`config.mk`:
```
export PLATFORM = sky130hd
export DESIGN_NAME = poly_eval_arbiter
export DESIGN_NICKNAME = d
export VERILOG_FILES = /design/src/rtl/poly_eval_arbiter.sv
export SDC_FILE = /design/constraint.sdc
export NUM_CORES = 1
export LEC_CHECK = 0
export ABC_CLOCK_PERIOD_IN_PS = 1900
export BUFFER_PORTS_ARGS = -buffer_cell sky130_fd_sc_hd__buf_2
export CORE_MARGIN = 5
export CORE_UTILIZATION = 40
export CTS_CLUSTER_DIAMETER = 60
export DETAILED_ROUTE_END_ITERATION = 8
export HOLD_SLACK_MARGIN = 0.06
export PLACE_DENSITY = 0.74
export SLEW_MARGIN = 20
export SYNTH_ARGS = -nofsm -noshare
export SYNTH_HDL_FRONTEND = slang
export SYNTH_SLANG_ARGS = --single-unit
```
`constraint.sdc`:
```
create_clock -name clk -period 1.9 [get_ports clk]
set_input_delay 0.095 -clock clk [delete_from_list [all_inputs] [get_ports clk]]
set_output_delay 0.095 -clock clk [all_outputs]
set_load 0.03 [all_outputs]
```
`src/rtl/poly_eval_arbiter.sv`:
```
// ---------------------------------------------------------------------------
// poly_eval_arbiter
//
// Round-robin arbiter and sequencer that shares one 8-bit polynomial
// datapath (Y = A*X*X + B*X + C, mod 256) between N_REQ requesters.
// It accepts one operand set per transaction, loads the operands into the
// datapath, steps the ALU through five compute cycles, and returns the
// datapath result tagged with the requester ID.
//
// Ports
//   clk, resetn              clock (rising edge), async active-low reset
//   req_valid / req_ready    per-requester handshake, ready is one-hot
//   req_a/b/c/x              packed 8-bit operands, requester i at [8i+7:8i]
//   rsp_valid / rsp_ready    result handshake
//   rsp_id, rsp_data         owner of the result and Y mod 256
//   busy                     high whenever a transaction is in flight
//   dp_*                     datapath load strobes, ALU selects and opcode
//   dp_data_result           datapath result register
//
// state   | meaning
// --------+------------------------------------------------------------
// S_IDLE  | waiting for a valid requester, grant is combinational
// S_LD_A  | drive captured A into the datapath A register
// S_LD_B  | drive captured B into the datapath B register
// S_LD_C  | drive captured C into the datapath C register
// S_LD_X  | drive captured X into the datapath X register
// S_CY0   | A <= A*X
// S_CY1   | A <= A*X   (now A*X*X)
// S_CY2   | A <= A + C
// S_CY3   | B <= B*X
// S_CY4   | R <= A + B
// S_RESP  | present result until rsp_ready
// ---------------------------------------------------------------------------
module poly_eval_arbiter #(
    parameter int N_REQ = 4,
    parameter int ID_W  = 2
) (
    input  logic                 clk,
    input  logic                 resetn,
    input  logic [N_REQ-1:0]     req_valid,
    output logic [N_REQ-1:0]     req_ready,
    input  logic [N_REQ*8-1:0]   req_a,
    input  logic [N_REQ*8-1:0]   req_b,
    input  logic [N_REQ*8-1:0]   req_c,
    input  logic [N_REQ*8-1:0]   req_x,
    output logic                 rsp_valid,
    input  logic                 rsp_ready,
    output logic [ID_W-1:0]      rsp_id,
    output logic [7:0]           rsp_data,
    output logic                 busy,
    output logic [7:0]           dp_data_in,
    output logic                 dp_ld_a,
    output logic                 dp_ld_b,
    output logic                 dp_ld_c,
    output logic                 dp_ld_x,
    output logic                 dp_ld_r,
    output logic                 dp_ld_alu_out,
    output logic [1:0]           dp_alu_select_a,
    output logic [1:0]           dp_alu_select_b,
    output logic                 dp_alu_op,
    input  logic [7:0]           dp_data_result
);

    typedef enum logic [3:0] {
        S_IDLE = 4'd0,
        S_LD_A = 4'd1,
        S_LD_B = 4'd2,
        S_LD_C = 4'd3,
        S_LD_X = 4'd4,
        S_CY0  = 4'd5,
        S_CY1  = 4'd6,
        S_CY2  = 4'd7,
        S_CY3  = 4'd8,
        S_CY4  = 4'd9,
        S_RESP = 4'd10
    } state_t;

    localparam logic [1:0] SEL_A = 2'd0;
    localparam logic [1:0] SEL_B = 2'd1;
    localparam logic [1:0] SEL_C = 2'd2;
    localparam logic [1:0] SEL_X = 2'd3;

    state_t          r_state;
    state_t          w_state_nxt;
    logic [ID_W-1:0] r_ptr;
    logic [ID_W-1:0] r_id;
    logic [7:0]      r_a;
    logic [7:0]      r_b;
    logic [7:0]      r_c;
    logic [7:0]      r_x;

    logic            w_any_valid;
    logic [ID_W-1:0] w_grant_id;
    logic            w_accept;
    logic [ID_W-1:0] w_ptr_nxt;

    // Requester index k positions above base, wrapping at N_REQ.
    function automatic logic [ID_W-1:0] wrap_idx(input logic [ID_W-1:0] base, input int k);
        int s;
        s = int'(base) + k;
        if (s >= N_REQ) s = s - N_REQ;
        return ID_W'(s);
    endfunction

    // First valid requester scanning upward from the round-robin pointer.
    always_comb begin
        w_any_valid = 1'b0;
        w_grant_id  = '0;
        for (int k = 0; k < N_REQ; k++) begin
            if (!w_any_valid && req_valid[wrap_idx(r_ptr, k)]) begin
                w_any_valid = 1'b1;
                w_grant_id  = wrap_idx(r_ptr, k);
            end
        end
    end

    assign w_accept  = (r_state == S_IDLE) && w_any_valid;
    assign w_ptr_nxt = (w_grant_id == ID_W'(N_REQ - 1)) ? '0 : w_grant_id + 1'b1;

    // Operand capture and pointer advance; operands are frozen at accept so
    // later changes on the request bus cannot corrupt the transaction.
    always_ff @(posedge clk or negedge resetn) begin
        if (!resetn) begin
            r_ptr <= '0;
            r_id  <= '0;
            r_a   <= '0;
            r_b   <= '0;
            r_c   <= '0;
            r_x   <= '0;
        end else if (w_accept) begin
            r_ptr <= w_ptr_nxt;
            r_id  <= w_grant_id;
            r_a   <= req_a[8*w_grant_id +: 8];
            r_b   <= req_b[8*w_grant_id +: 8];
            r_c   <= req_c[8*w_grant_id +: 8];
            r_x   <= req_x[8*w_grant_id +: 8];
        end
    end

    always_ff @(posedge clk or negedge resetn) begin
        if (!resetn) r_state <= S_IDLE;
        else         r_state <= w_state_nxt;
    end

    always_comb begin
        w_state_nxt = r_state;
        case (r_state)
            S_IDLE:  if (w_accept) w_state_nxt = S_LD_A;
            S_LD_A:  w_state_nxt = S_LD_B;
            S_LD_B:  w_state_nxt = S_LD_C;
            S_LD_C:  w_state_nxt = S_LD_X;
            S_LD_X:  w_state_nxt = S_CY0;
            S_CY0:   w_state_nxt = S_CY1;
            S_CY1:   w_state_nxt = S_CY2;
            S_CY2:   w_state_nxt = S_CY3;
            S_CY3:   w_state_nxt = S_CY4;
            S_CY4:   w_state_nxt = S_RESP;
            S_RESP:  if (rsp_ready) w_state_nxt = S_IDLE;
            default: w_state_nxt = S_IDLE;
        endcase
    end

    always_comb begin
        req_ready       = '0;
        rsp_valid       = 1'b0;
        rsp_id          = '0;
        rsp_data        = 8'd0;
        busy            = (r_state != S_IDLE);
        dp_data_in      = 8'd0;
        dp_ld_a         = 1'b0;
        dp_ld_b         = 1'b0;
        dp_ld_c         = 1'b0;
        dp_ld_x         = 1'b0;
        dp_ld_r         = 1'b0;
        dp_ld_alu_out   = 1'b0;
        dp_alu_select_a = SEL_A;
        dp_alu_select_b = SEL_A;
        dp_alu_op       = 1'b0;
        case (r_state)
            S_IDLE: begin
                // Gated by resetn so the grant is not visible while reset is held.
                if (w_any_valid && resetn) req_ready[w_grant_id] = 1'b1;
            end
            S_LD_A: begin
                dp_data_in = r_a;
                dp_ld_a    = 1'b1;
            end
            S_LD_B: begin
                dp_data_in = r_b;
                dp_ld_b    = 1'b1;
            end
            S_LD_C: begin
                dp_data_in = r_c;
                dp_ld_c    = 1'b1;
            end
            S_LD_X: begin
                dp_data_in = r_x;
                dp_ld_x    = 1'b1;
            end
            S_CY0, S_CY1: begin
                dp_ld_alu_out   = 1'b1;
                dp_ld_a         = 1'b1;
                dp_alu_select_a = SEL_A;
                dp_alu_select_b = SEL_X;
                dp_alu_op       = 1'b1;
            end
            S_CY2: begin
                dp_ld_alu_out   = 1'b1;
                dp_ld_a         = 1'b1;
                dp_alu_select_a = SEL_A;
                dp_alu_select_b = SEL_C;
            end
            S_CY3: begin
                dp_ld_alu_out   = 1'b1;
                dp_ld_b         = 1'b1;
                dp_alu_select_a = SEL_B;
                dp_alu_select_b = SEL_X;
                dp_alu_op       = 1'b1;
            end
            S_CY4: begin
                dp_ld_r         = 1'b1;
                dp_alu_select_a = SEL_A;
                dp_alu_select_b = SEL_B;
            end
            S_RESP: begin
                rsp_valid = 1'b1;
                rsp_id    = r_id;
                rsp_data  = dp_data_result;
            end
            default: ;
        endcase
    end

endmodule

```
==> run_results.csv <==
group,metric,value,unit
logic_synthesis,synth_area,3090,sq um
power_and_ir_drop,power.density,1450,nW/um^2
logic_synthesis,ys_async_sr_fraction,100,%
floorplan,start_util,40.5,%
global_route,grt_max_degree,36,
detailed_routing,drtAntennaViolNets,0,
global_route,antenna_found_initial,0,
global_route,grt_usage,23.2,%
global_route,grt-ovfl-total,0,
finish,multi_input_area,2040,sq um
clock_network,clk_pin_slew,0.09,ns
critical_path,crit_slowest_cell,"dfrtp_1",
logic_synthesis,synth_xor_area_share,0.566,%
logic_synthesis,synth_compound_area_share,29.6,%
detailed_routing,vias,3435,
place,place_hpwl,8170,um
detailed_routing,routed_wirelength,11300,um
floorplan,ios,178,
logic_synthesis,synth-seq-cells,40,
logic_synthesis,synthAdderAreaFrac,0.404,%
power_and_ir_drop,fin_total_pwr,7030,uW
finish,nFillCells,643,
logic_synthesis,synth_mux_area_share,13.4,%
logic_synthesis,synth_edf_count,0,
floorplan,die-area,9590,sq um
power_and_ir_drop,leakage,0.00244,uW
detailed_routing,drtPass1Iterations,4,
logic_synthesis,ys_seq_area_share,32.3,%
clock_network,worstSkewPairLatency,0.30,ns
critical_path,path_class,"reg2out",
clock_network,cts_tree,"built",
critical_path,worstReg2RegStart,"r_state[1]",
place,port_buffers,176,
finish,ff_latch_area,1000,sq um
logic_synthesis,synth.top_cell.area_share,32.3,%
finish,drive_above_1_share,51.7,%
global_route,gr-max-usage-layer,"met2",
clock_network,cts_buffers,5,
timing,max_freq,0.537,GHz
global_route,grtUsageMet3,4.07,%
critical_path,max_stage_delay,0.40,ns
logic_synthesis,ys.flop_type,"dfrtp_1",
logic_synthesis,yosys.area_share.simple,18.0,%
floorplan,fp.dieH,98.0,um
power_and_ir_drop,peakVddDrop,0.557,mV
global_route,use_met1,27.1,%
hold_path,min_path_type,"in2reg",
detailed_routing,drc,0,
logic_synthesis,ys_warn_count,0,
critical_path,crit_chain,"buf_8 > nor2b_2 > a22oi_1 > o32ai_1 > buf_2",
floorplan,core_region_area,7650,sq um
logic_synthesis,syn_avg_cell_area,9.85,sq um
global_route,grt_use_met2,43.4,%
logic_synthesis,synth_top_family_by_area,"compound AO/OA/AOI/OAI gates",
outcome,status,"complete, no violations",
finish,fin_nets,675,
place,dp_slack,0.00704,ns
logic_synthesis,synth_fp_nets,458,
critical_path,crit_arrival,1.77,ns
timing,fin_crit_sh,97.9,%
detailed_routing,vias_per_cell,5.42,
hold_path,hold_start,"req_c[9]",
detailed_routing,drt-initial-drc-count,175,
critical_path,required,1.80,ns
timing,final-setup-viol-count,0,
place,gp_congestion,0.824,
logic_synthesis,synth_cell_type_count,47,
finish,layout.cells.non_filler,634,
global_route,grt_pass1_vias,3742,
clock_network,clockBufferDepth,2,
finish,antenna_cells,0,
timing,tns,0,ns
logic_synthesis,yosys.area.top_type,"dfrtp_1",
timing,clock_skew,0.00821,ns
finish,syn_to_final_growth,57.0,%
timing,maxSlewViolCount,0,
timing,rsz0062_at_grt,"yes",
global_route,grt_pass1_wl,18100,um
timing,postLayoutSetupSlackWorst,0.0392,ns
timing,hold_violations,0,
timing,period_needed,1.86,ns
clock_network,h-tree-depth,2,
detailed_routing,wl_per_cell,17.8,um
place,place_inst,583,
floorplan,die-width,98.0,um
clock_network,cts_num_sinks,40,
critical_path,cp-start-kind,"flip-flop",
logic_synthesis,synthCells,314,
logic_synthesis,yosys-top-cells-area,"dfrtp_1 (32%), a221oi_2 (15%), mux2i_1 (12%), and3_1 (5.3%), o21ai_1 (4.7%)",
floorplan,rows,32,
clock_network,root_buffer,"clkbuf_8",
critical_path,cp-end-kind,"output pin",
critical_path,crit_fanout,24,
critical_path,cp-startpoint,"r_state[1]",
run,cap_viol_max_count,0,
## cell usage after synthesis, types with 3 or more instances
cell type and number:
mux2_2 4, nor2b_1 10, and2_1 19, and3_1 26
nor3_1 5, o32ai_1 5, buf_2 9, mux2i_1 37
buf_1 3, a22oi_1 8, nand2b_1 5, nor2_1 6
dfrtp_1 40, clkbuf_1 7, o21ai_0 11, a221oi_2 31
nand2_1 16, inv_1 3, o21ai_1 29, a21oi_1 4
buf_6 5
## cells by family (layout without fill, tap and decap cells)
group           after synthesis  after routing
compound gates              103            103
simple gates                 96             97
mux                          41             41
flops                        40             40
buf+inv                      30            247
xor+xnor                      2              2
fa+ha+maj                     1              1
other cells                   1              1
## layout by cell type (no fill, tap or decap), types with 8 or more instances in the layout
cell	Yosys	routed
buf_2	9	170
dfrtp_1	40	40
mux2i_1	37	37
dlygate4sd3_1	0	35
o21ai_1	29	32
a221oi_2	31	31
and3_1	26	26
buf_4	2	21
and2_1	19	19
nand2_1	16	16
a22oi_1	8	8
## power breakdown
group          switching (uW)  internal, uW
combinational            2420          2030
clock                     313           657
sequential                331          1270
## final timing paths
path,slack (ns),to,cells past startpoint
setup / recovery,0.04,dp_data_in[2],5
hold / removal,0.05,r_c[1],3
setup reg to reg,0.13,r_x[1],8
hold reg to reg,0.49,r_id[0],2
max in group asynchronous,0.93,r_a[6],3
min in group asynchronous,0.29,r_c[6],2
## flip-flops by register name, summed over array words and instances, names as in the netlist
| name | cells |
|---|---|
| r_x | 8 |
| r_c | 8 |
| r_state | 4 |
| r_b | 8 |
| r_ptr | 2 |
| r_a | 8 |
| r_id | 2 |
## layout make-up
type                       count  share of cell area, %
clock buffer                   5                   1.42
clock inverter                 3                   1.85
inverter                       3                  0.232
multi-input combinational    245                   42.0
sequential                    40                   20.6
tap                          102                   2.63
timing repair buffer         236                   31.3
## worst max-delay path, delay by kind of cell (launching register included)
family,cells,cell delay [ns]
AO/OA/AOI/OAI,2,0.37
buffers and inverters,2,0.48
flip-flops,1,0.40
AND/OR/NAND/NOR,1,0.22
## through the flow
step / util [%] / hold WS, ns / cell area (sq um)
floorplan: - / -0.201 / 3110
global placement: 54.2 / 0.0595 / 4150
detailed placement: 54.2 / 0.0604 / 4150
CTS: 62.1 / 0.0622 / 4750
global route: 63.5 / 0.0624 / 4860
finish: 63.5 / 0.0535 / 4860
## routing by layer
metal / wire length, um / vias up
met4: 139 / 0
li1: - / 1642
met1: 4480 / 1646
met2: 5930 / 131
met5: 0 / -
met3: 702 / 16
## timing repair
item / CTS / global route
hold endpoints to repair: 45 / 0
hold buffers: 35 / 0
resized for setup: 12 / 29
endpoints found under the setup margin: 30 / 22
cloned: 1 / 0
pin swaps: 2 / 0
setup buffers: 7 / 0
No activity file was read; power rests on OpenSTA's default activity.
